===== config.mk =====
export PLATFORM = sky130hd
export DESIGN_NAME = fifo_16_burst_reader
export DESIGN_NICKNAME = d
export VERILOG_FILES = /design/src/rtl/fifo_16_burst_reader.sv
export SDC_FILE = /design/constraint.sdc
export NUM_CORES = 1
export LEC_CHECK = 0
export ABC_AREA = 1
export CAP_MARGIN = 20
export CORE_ASPECT_RATIO = 1.1
export CORE_MARGIN = 2
export CORE_UTILIZATION = 55
export CTS_CLUSTER_DIAMETER = 40
export DETAILED_ROUTE_END_ITERATION = 12
export GPL_TIMING_DRIVEN = 0
export HOLD_SLACK_MARGIN = 0.05
export MAX_ROUTING_LAYER = met4
export PLACE_DENSITY = 0.8
export SETUP_SLACK_MARGIN = 0.05
export SYNTH_ARGS = -nofsm -noshare
export SYNTH_HDL_FRONTEND = slang
export SYNTH_SLANG_ARGS = --single-unit

===== constraint.sdc =====
create_clock -name clk -period 4.3 [get_ports clk]
set_clock_uncertainty 0.05 [all_clocks]
set_input_delay 0.645 -clock clk [delete_from_list [all_inputs] [get_ports clk]]
set_output_delay 0.645 -clock clk [all_outputs]
set_load 0.01 [all_outputs]

===== src/rtl/fifo_16_burst_reader.sv =====
// Burst read master: pulls len words from a 1-cycle-latency FIFO read port and
// forwards them on a valid/ready stream through a 2-entry credit-managed buffer.
module fifo_16_burst_reader #(
    parameter int unsigned DATA_W = 16,
    parameter int unsigned LEN_W  = 10
) (
    input  logic              clk,
    input  logic              rst,
    input  logic              start,
    input  logic [LEN_W-1:0]  len,
    output logic              busy,
    output logic              done,
    output logic              fifo_rd_en,
    input  logic              fifo_empty,
    input  logic [DATA_W-1:0] fifo_rd_data,
    output logic [DATA_W-1:0] m_data,
    output logic              m_valid,
    input  logic              m_ready,
    output logic              m_last
);

    typedef enum logic [1:0] {
        StIdle,
        StRun,
        StDrain,
        StDone
    } state_e;

    state_e state_q, state_d;

    logic [LEN_W-1:0]  len_q, len_d;
    logic [LEN_W-1:0]  issued_q, issued_d;
    logic [LEN_W-1:0]  sent_q, sent_d;
    logic              pend_q, pend_d;
    logic [DATA_W-1:0] buf_q [2];
    logic [1:0]        buf_cnt_q, buf_cnt_d;
    logic              wr_ptr_q, wr_ptr_d;
    logic              rd_ptr_q, rd_ptr_d;

    logic       pop;
    logic       push;
    logic       rd_acc;
    logic [2:0] credit;

    assign pop  = m_valid && m_ready;
    assign push = pend_q;

    // Words held or in flight after this cycle's pop; a new read needs a free slot.
    assign credit = {1'b0, buf_cnt_q} + 3'(pend_q) - 3'(pop);

    assign fifo_rd_en = (state_q == StRun) && !fifo_empty && (issued_q < len_q)
                        && (credit < 3'd2);
    assign rd_acc     = fifo_rd_en && !fifo_empty;

    assign m_valid = (buf_cnt_q != 2'd0);
    assign m_data  = buf_q[rd_ptr_q];
    assign m_last  = m_valid && (sent_q == len_q - LEN_W'(1));

    assign busy = (state_q == StRun) || (state_q == StDrain);
    assign done = (state_q == StDone);

    always_comb begin
        state_d   = state_q;
        len_d     = len_q;
        issued_d  = issued_q + LEN_W'(rd_acc);
        sent_d    = sent_q + LEN_W'(pop);
        pend_d    = rd_acc;
        buf_cnt_d = buf_cnt_q + 2'(push) - 2'(pop);
        wr_ptr_d  = wr_ptr_q ^ push;
        rd_ptr_d  = rd_ptr_q ^ pop;

        unique case (state_q)
            StIdle: begin
                if (start) begin
                    if (len != '0) begin
                        len_d    = len;
                        issued_d = '0;
                        sent_d   = '0;
                        state_d  = StRun;
                    end else begin
                        state_d = StDone;
                    end
                end
            end
            StRun: begin
                if (issued_d == len_q) begin
                    state_d = StDrain;
                end
            end
            StDrain: begin
                // Leave on the last handshake so done lands in the following cycle.
                if (!pend_q && (buf_cnt_d == 2'd0) && (sent_d == len_q)) begin
                    state_d = StDone;
                end
            end
            StDone: begin
                state_d = StIdle;
            end
            default: begin
                state_d = StIdle;
            end
        endcase
    end

    always_ff @(posedge clk) begin
        if (rst) begin
            state_q   <= StIdle;
            len_q     <= '0;
            issued_q  <= '0;
            sent_q    <= '0;
            pend_q    <= 1'b0;
            buf_cnt_q <= 2'd0;
            wr_ptr_q  <= 1'b0;
            rd_ptr_q  <= 1'b0;
        end else begin
            state_q   <= state_d;
            len_q     <= len_d;
            issued_q  <= issued_d;
            sent_q    <= sent_d;
            pend_q    <= pend_d;
            buf_cnt_q <= buf_cnt_d;
            wr_ptr_q  <= wr_ptr_d;
            rd_ptr_q  <= rd_ptr_d;
        end
    end

    always_ff @(posedge clk) begin
        if (rst) begin
            for (int i = 0; i < 2; i++) begin
                buf_q[i] <= '0;
            end
        end else if (push) begin
            buf_q[wr_ptr_q] <= fifo_rd_data;
        end
    end

    buf_no_overflow: assert property (@(posedge clk) disable iff (rst)
        !(push && !pop && (buf_cnt_q == 2'd2)));

endmodule

== Word-level counts from Yosys, hierarchy flattened ==
Memory sizes are Yosys's and may differ from the RTL's. A register that Yosys moved wholly into a read port is not among the register bits.
Cells that the tools add are included.

* Register bits after elaboration: 37
* RAM bits: 32
* Input bits: 31
* Output and inout bits: 21
* Logic and storage cells: 67
* Memories: 1

{| class="wikitable"
|+ Memory list
! memory !! words !! width !! rd ports !! clocked after Yosys merged registers in !! write ports !! line !! source
|-
| buf_q || 2 || 16 || 1 || 1 || 2 || 35 || <nowiki>logic [DATA_W-1:0] buf_q [2];</nowiki>
|}

* Add/sub/neg operators: 7
* $lt $le $gt $ge: 2
* Equal/unequal tests: 9
* Multiplexer cells: 20
* Bitwise operators: 2
* Reductions and logical operators: 18

{| class="wikitable"
|+ Operator list
! operator !! number
|-
| two-way mux 10 bit || 6
|-
| == test 10 bit || 3
|-
| adder 10 x 1 -> 10 bit || 2
|-
| two-way mux 16 bit || 1
|-
| OR reduction 16 bit || 1
|-
| < comparator 10 bit || 1
|-
| nonzero test 10 bit || 1
|-
| subtractor 10 x 1 -> 10 bit (second input constant) || 1
|-
| logical AND 1 bit || 8
|-
| two-way mux 1 bit || 8
|-
| two-way mux 2 bit || 4
|-
| one-hot mux 2 bit (4 select lines) || 1
|-
| AND reduction 3 bit || 2
|-
| == test 2 bit (second input constant) || 2
|-
| zero test 2 bit || 2
|-
| != test 2 x 1 -> 1 bit (second input constant) || 2
|-
| adder 2 x 1 -> 3 bit || 1
|-
| < comparator 3 x 2 -> 1 bit (second input constant) || 1
|-
| subtractor 3 x 1 -> 3 bit || 1
|-
| adder 2 x 1 -> 2 bit || 1
|-
| == test 2 x 1 -> 1 bit (second input constant) || 1
|-
| zero test 1 bit || 2
|-
| != test 2 bit (second input constant) || 1
|-
| nonzero test 2 bit || 1
|-
| 3 further kinds || 4
|}

== Depth between registers and ports, before layout ==
Gate-level depths: netlist (run 1).

* Depth in word-level cells: 10
* Mapped depth: 28

== Worst setup path after synthesis (run 1) ==
OpenSTA, ideal clock, no wires.

* Kind: input to register
* From: input m_ready
* To: register state_q[1]
* Library setup time: 0.113 ns
* Arrival: 3.298 ns
* Path slack: 0.839 ns
* Stages on the path: 25
* Cell sequence: nand2_1 -> inv_1 -> nand2_1 -> o21ai_0 -> ha_1 -> fa_1 -> or2_2 -> nand3_1 -> nor2_1 -> ha_1 -> ha_1 -> nand2_1 -> inv_1 -> nor2_1 -> inv_1 -> nand2_1 -> nand3_1 -> nor2_1 -> nand3_1 -> nor2_1 -> nand3_1 -> nand2_1 -> nand2_1 -> nor2_1 -> nor2_1

* Word-level cells in the longest chain between the ends: 9
* Elaborated cells on any way between the ends: 16

{| class="wikitable"
|+ Ends and longest elaborated chain
! element !! line !! source
|-
| start, declared || 18 || <nowiki>input logic m_ready,</nowiki>
|-
| logical AND 1 bit || 45 || <nowiki>assign pop = m_valid && m_ready;</nowiki>
|-
| subtractor 3 x 1 -> 3 bit || 49 || <nowiki>assign credit = {1'b0, buf_cnt_q} + 3'(pend_q) - 3'(pop);</nowiki>
|-
| < comparator 3 x 2 -> 1 bit || 52 || <nowiki>&& (credit < 3'd2);</nowiki>
|-
| logical AND 1 bit || 52 ||
|-
| logical AND 1 bit || 53 || <nowiki>assign rd_acc = fifo_rd_en && !fifo_empty;</nowiki>
|-
| via pend_d || 34 || <nowiki>logic pend_q, pend_d;</nowiki>
|-
| adder 10 x 1 -> 10 bit || 65 || <nowiki>issued_d = issued_q + LEN_W'(rd_acc);</nowiki>
|-
| == test 10 bit || 86 || <nowiki>if (issued_d == len_q) begin</nowiki>
|-
| != test 2 x 1 -> 1 bit (no source line) || n/a ||
|-
| AND reduction 3 bit (no source line) || n/a ||
|-
| end signal, assigned || 107 || <nowiki>state_q <= StIdle;</nowiki>
|-
| end signal, assigned || 116 || <nowiki>state_q <= state_d;</nowiki>
|-
| end, declared || 29 || <nowiki>state_e state_q, state_d;</nowiki>
|}

The timed path passes the listed nets, and every way through them passes these cells.
A chain may end at the register's enable or synchronous reset.

== Worst setup path in the final report (run 1) ==
Same ends and word-level chain as after synthesis.

==> results of run 1 <==
[timing repair]
| item | in CTS | in global routing |
|---|---|---|
| setup buffers | 0 | 2 |
| gates resized for setup | 0 | 12 |
| hold buffers | 0 | 0 |
| setup endpoints to repair | 0 | 2 |
[flip-flops by register name, indices dropped and copies added (netlist names)]
| signal | flops |
|---|---|
| rd_ptr_q | 1 |
| buf_cnt_q | 2 |
| buf_q | 32 |
| len_q | 10 |
| issued_q | 10 |
| pend_q | 1 |
| sent_q | 10 |
| state_q | 2 |
| wr_ptr_q | 1 |
[per-layer routing]
metal	wire length, µm	vias up	global-route usage
met1	3479	1623	0.2781
met3	614	24	0.05761
met4	243	0	0.08602
met2	4624	127	0.4537
met5	0	-	-
li1	-	1820	-
[worst max-delay path by stage]
| stage | start | end | slack, ns | depth (start not counted) |
|---|---|---|---|---|
| floorplan | m_ready | state_q[1] | 0.84 | 25 |
| global placement | m_ready | state_q[1] | -0.07 | 25 |
| finish | m_ready | state_q[1] | 0.36 | 26 |
| detailed placement | m_ready | state_q[1] | -0.20 | 25 |
| CTS | m_ready | state_q[1] | 0.14 | 25 |
| global route | m_ready | state_q[1] | 0.08 | 27 |
[cells by family (layout without fill, tap and decap cells)]
group           count (synthesis)  in the layout  synth area share
xor+xnor                       14             14           0.03162
compound gates                 49             49           0.06841
fa+ha+maj                      21             21           0.06970
flops                          69             69            0.4389
buf+inv                        78            147           0.07648
simple gates                  296            296            0.3149
[per-stage QoR]
step | hold WS [ns] | cells | TNS (ns) | util | cell area, µm²
5_1_grt | 0.4788 | 681 | 0 | 0.6871 | 4760
3_5_place_dp | 0.4325 | 663 | -0.3659 | 0.6488 | 4494
4_1_cts | 0.4442 | 679 | 0 | 0.6797 | 4708
6_report | 0.4427 | 681 | 0 | 0.6871 | 4760
3_3_place_gp | 0.4110 | 663 | -0.1175 | 0.6488 | 4494
2_1_floorplan | 0.4009 | 527 | 0 | - | 3877
[where the power goes]
group | total (mW) | leakage, nW | internal, mW | switching [mW]
logic | 0.947 | 1.37 | 0.386 | 0.561
clock network | 0.573 | 0.107 | 0.323 | 0.250
registers | 0.820 | 0.632 | 0.762 | 0.0580
total | 2.34 | 2.11 | 1.47 | 0.868
[cells in the final DEF, fill, tap and decap left out, drive strengths merged]
cell,n
fa,1
ha,20
xor2,12
clkbuf,16
edfxtp,32
clkdlybuf4s50,51
o211ai,3
nand4,8
nor3,6
buf,4
dfxtp,37
nand3b,1
a21oi,27
nand2,148
nor4,3
o21ai,17
nor2,90
xnor2,2
or2,1
o21bai,1
o21a,1
inv,66
nand3,39
clkinv,7
bufinv,2
clkinvlp,1
[cell type report]
type                       instances  area share
multi-input combinational        380      0.4025
clock buffer                       9     0.02603
sequential                        69      0.3575
buffer                             9    0.007886
inverter                          69     0.05442
clock inverter                     7     0.01893
timing repair buffer              53      0.1104
tap                               85     0.02234
[worst min-delay path: stages (launching register included)]
cell     delay [ns]
dfxtp_1        0.32
inv_1          0.07
a21oi_1        0.06
==> impl_metrics.csv, run 1 <==
group,metric,value,unit
placed_design,place_congestion,0.9015,
setup_path,r2r_cells,27,
grt,grt_pass1_wl,15.18,mm
synth,yosys.area.top_type_share,0.2478,
drt,drt_iter0_markers,181,
grt,antenna_found_initial,0,
drt,ant_nets,0,
grt,grt_max_degree,18,
outcome,status,"finished clean",
clocking,cts.sinks,69,
synth,syn_nets,579,
setup_path,cp_top_family,"simple AND/OR/NAND/NOR gates",
setup_path,cp-start-kind,"input pin",
synth,yosys_register_bits,69,
drt,routedWlPerCell,13.16,µm
setup_path,r2r-end,"state_q[1]",
final_layout,n_antenna_cell,0,
clocking,cts_tree,"built",
setup_path,required,4.50,ns
synth,syn_area,3877,µm²
setup_path,worstSetupPathType,"input pin to flop",
synth,syn_avg_cell_area,7.358,µm²
floorplan,core_area,6927,µm²
power_and_ir_drop,p_total,2.341,mW
drt,vias,3594,
timing,relSlewSlack,0.5272,
min_path,worstHoldPathType,"flop to flop",
setup_path,crit_fanout,3,
clocking,cts_max_level,3,
drt,drt_pre_antenna_iters,5,
placed_design,place_ws,-0.2046,ns
floorplan,dieArea,7738,µm²
drt,drc,0,
floorplan,die_h,92.06,µm
grt,grt_use_total,0.2541,
synth,ys_top_cells_by_count,"144 x nand2_1, 88 x nor2_1, 65 x inv_1",
timing,fin_crit,3.937,ns
setup_path,critical_path.most_common_cell,"nor2_1",
clocking,cts.path.max_buffers,2,
synth,synth_edf_count,32,
synth,synth_ff_type,"dfxtp_1",
synth,yosysSeqAreaShare,0.4389,
setup_path,cp_data_arrival_time,4.13,ns
flow_run,drv_cap,0,
drt,viasPerCell,5.278,
final_layout,ff_latch_area,1702,µm²
final_layout,drive_gt1_frac,0.06376,
timing,fin_ws,0.3632,ns
clocking,clkTransAtPathRegs,0.08,ns
power_and_ir_drop,p_per_area,491.8,nW/µm²
power_and_ir_drop,p_leak,2.107,nW
final_layout,fin_nets,643,
timing,fin_crit_sh,0.9155,
placed_design,io_buffers,51,
setup_path,crit_slowest_cell,"clkdlybuf4s50_1",
synth,yosysMostFrequentCell,"nand2_1",
clocking,root_buffer,"clkbuf_8",
clocking,clk_latency,0.34,ns
min_path,hold_start,"wr_ptr_q",
setup_path,reg2reg_from,"buf_cnt_q[1]",
timing,tightest_slew,0.7075,ns
synth,async_flop_share,0,
setup_path,r2r_slack,0.55,ns
grt,grt_overflow,0,
timing,hold_viol,0,
min_path,hold_depth,2,
setup_path,end_kind,"flop",
synth,synth_top_area_cell,"edfxtp_1",
synth,netlist_instances,527,
setup_path,cpPeakStageDelay,0.46,ns
final_layout,nFillCells,563,
clocking,cts_buffers,9,
timing,finalSetupViolations,0,
synth,ys_types,30,
setup_path,critPathBufInv,4,
timing,drv_slew,0,
timing,fmax,0.2540,GHz
timing,rsz0062_at_grt,"false",
floorplan,die_x,84.06,µm
power_and_ir_drop,vdd_drop_max,0.2802,mV
min_path,hold_end,"wr_ptr_q",
drt,drt-total-wl,8.962,mm
synth,yosys-top-cells-area,"edfxtp_1 25%, dfxtp_1 19%, nand2_1 14%",
synth,ys_warn_count,0,
final_layout,area_growth,22.75,%
final_layout,multiInputGateArea,1916,µm²
grt,grt_pass1_vias,3398,
floorplan,initial_utilization,0.5598,
floorplan,io_pins,52,
floorplan,rows,32,
placed_design,hpwl,6.853,mm
Note: power is estimated with default switching activity, not from simulation.
==> run 2: changes to the inputs <==
Settings changed: RECOVER_POWER from default to 25.
==> run 2 against run 1 <==
Against the previous run: largest cell class unchanged; critical path depth is the same; largest power group unchanged; critical path type unchanged; clock power barely moved; via count rose by 0.39%; register-to-register slack barely moved; sequential power about the same; final cell count did not move; non-clock buffer count stayed put; hold slack about the same; sequential share of layout area stayed put.
==> impl_metrics.csv, run 2 (same netlist as run 1, synthesis figures left out) <==
group,metric,value,unit
timing,fin_crit_sh,0.9153,
floorplan,io_pins,52,
setup_path,required,4.50,ns
timing,finalSetupViolations,0,
setup_path,crit_fanout,3,
timing,rsz0062_at_grt,"false",
final_layout,largest_register_ffs,32,
setup_path,r2r-end,"state_q[1]",
final_layout,nFillCells,563,
min_path,hold_depth,2,
floorplan,rows,32,
placed_design,hpwl,6.853,mm
min_path,worstHoldPathType,"flop to flop",
final_layout,most-common-layout-cells,"140 x nand2_1, 86 x nor2_1, 66 x inv_1, 49 x clkdlybuf4s50_1",
power_and_ir_drop,p_total,2.342,mW
grt,grt_overflow,0,
setup_path,cpPeakStageDelay,0.46,ns
final_layout,area_growth,22.75,%
final_layout,ff_latch_area,1702,µm²
setup_path,cp-start-kind,"input pin",
min_path,hold_end,"wr_ptr_q",
floorplan,dieArea,7738,µm²
timing,drv_slew,0,
clocking,cts_max_level,3,
drt,drt_iter0_markers,181,
final_layout,drive_gt1_frac,0.06208,
drt,drc,0,
drt,drt-met1-wl,3.475,mm
clocking,holdBufCountCts,0,
drt,highest_layer,"met4",
clocking,cts.sinks,69,
timing,tightest_slew,0.7041,ns
floorplan,die_h,92.06,µm
grt,grt_use_total,0.2541,
clocking,root_buffer,"clkbuf_8",
drt,ant_nets,0,
setup_path,end_kind,"flop",
final_layout,top_register,"buf_q",
grt,antenna_found_initial,0,
drt,drt-total-wl,8.972,mm
clocking,cts_tree,"built",
setup_path,crit_slowest_cell,"clkdlybuf4s50_1",
drt,viasPerCell,5.298,
timing,finalHoldWorstSlack,0.4427,ns
setup_path,critPathBufInv,4,
setup_path,cp_top_family,"simple AND/OR/NAND/NOR gates",
outcome,status,"finished clean",
timing,hold_viol,0,
final_layout,layout_commonest_cell,"nand2_1",
floorplan,die_x,84.06,µm
power_and_ir_drop,p_leak,2.108,nW
clocking,clkTransAtPathRegs,0.08,ns
grt,grt_max_degree,18,
clocking,cts_buffers,9,
floorplan,core_area,6927,µm²
setup_path,r2r_cells,27,
flow_run,drv_cap,0,
final_layout,n_antenna_cell,0,
timing,fin_crit,3.936,ns
power_and_ir_drop,vdd_drop_max,0.2799,mV
clocking,clk_latency,0.34,ns
drt,routedWlPerCell,13.17,µm
final_layout,fin_nets,643,
floorplan,initial_utilization,0.5598,
drt,drt_pre_antenna_iters,6,
grt,grt_pass1_vias,3398,
setup_path,critical_path.most_common_cell,"nor2_1",
placed_design,place_congestion,0.9015,
power_and_ir_drop,p_per_area,492.1,nW/µm²
grt,grt_pass1_wl,15.18,mm
setup_path,r2r_slack,0.55,ns
setup_path,cp_data_arrival_time,4.13,ns
setup_path,worstSetupPathType,"input pin to flop",
placed_design,io_buffers,51,
clocking,cts.path.max_buffers,2,
drt,wl_met2,4.619,mm
final_layout,multiInputGateArea,1916,µm²
min_path,hold_start,"wr_ptr_q",
timing,relSlewSlack,0.5295,
timing,fmax,0.2541,GHz
drt,vias,3608,
drt,dr_wl_met3,617,µm
setup_path,reg2reg_from,"buf_cnt_q[1]",
-- run 2: routing by layer --
metal,global-route usage,vias up
met5,-,-
met1,0.2781,1619
met4,0.08602,0
li1,-,1819
met3,0.05761,32
met2,0.4537,138
-- run 2: report_power, final --
group / total, mW / internal (mW) / switching [mW]
Clock: 0.574 / 0.323 / 0.250
Combinational: 0.948 / 0.386 / 0.562
Sequential: 0.821 / 0.762 / 0.0584
-- run 2: stage by stage --
step	worst slack, ns	setup TNS (ns)	std cells	utilization	cell area, µm²
after floorplan	0.8390	0	527	-	3877
after global placement	-0.07404	-0.1175	663	0.6488	4494
after detailed placement	-0.2046	-0.3659	663	0.6488	4494
after CTS	0.1404	0	679	0.6797	4708
after global routing	0.07546	0	681	0.6871	4760
final	0.3642	0	681	0.6871	4760
-- run 2: tightest hold or removal path: cells and delay by family, from the launching register on --
kind | cells | cell delay (ns)
flip-flops | 1 | 0.32
buffers and inverters | 1 | 0.07
AO/OA/AOI/OAI | 1 | 0.06
-- run 2: layout make-up --
| type | instances | area share |
|---|---|---|
| Multi-Input combinational cell | 380 | 0.4025 |
| Sequential cell | 69 | 0.3575 |
| Timing Repair Buffer | 53 | 0.1104 |
| Inverter | 69 | 0.05442 |
| Clock buffer | 9 | 0.02603 |
| Tap cell | 85 | 0.02234 |
| Clock inverter | 7 | 0.01893 |
| Buffer | 9 | 0.007886 |
-- run 2: worst max-delay path by stage --
stage	from	end	slack (ns)	cells after the start
floorplan	m_ready	state_q[1]	0.84	25
global placement	m_ready	state_q[1]	-0.07	25
detailed placement	m_ready	state_q[1]	-0.20	25
CTS	m_ready	state_q[1]	0.14	25
global route	m_ready	state_q[1]	0.08	27
finish	m_ready	state_q[1]	0.36	26
-- run 2: repair_timing --
item / 4_1_cts / 5_1_grt
gates resized for setup: 0 / 12
endpoints found under the setup margin: 0 / 2
buffers inserted: 0 / 2
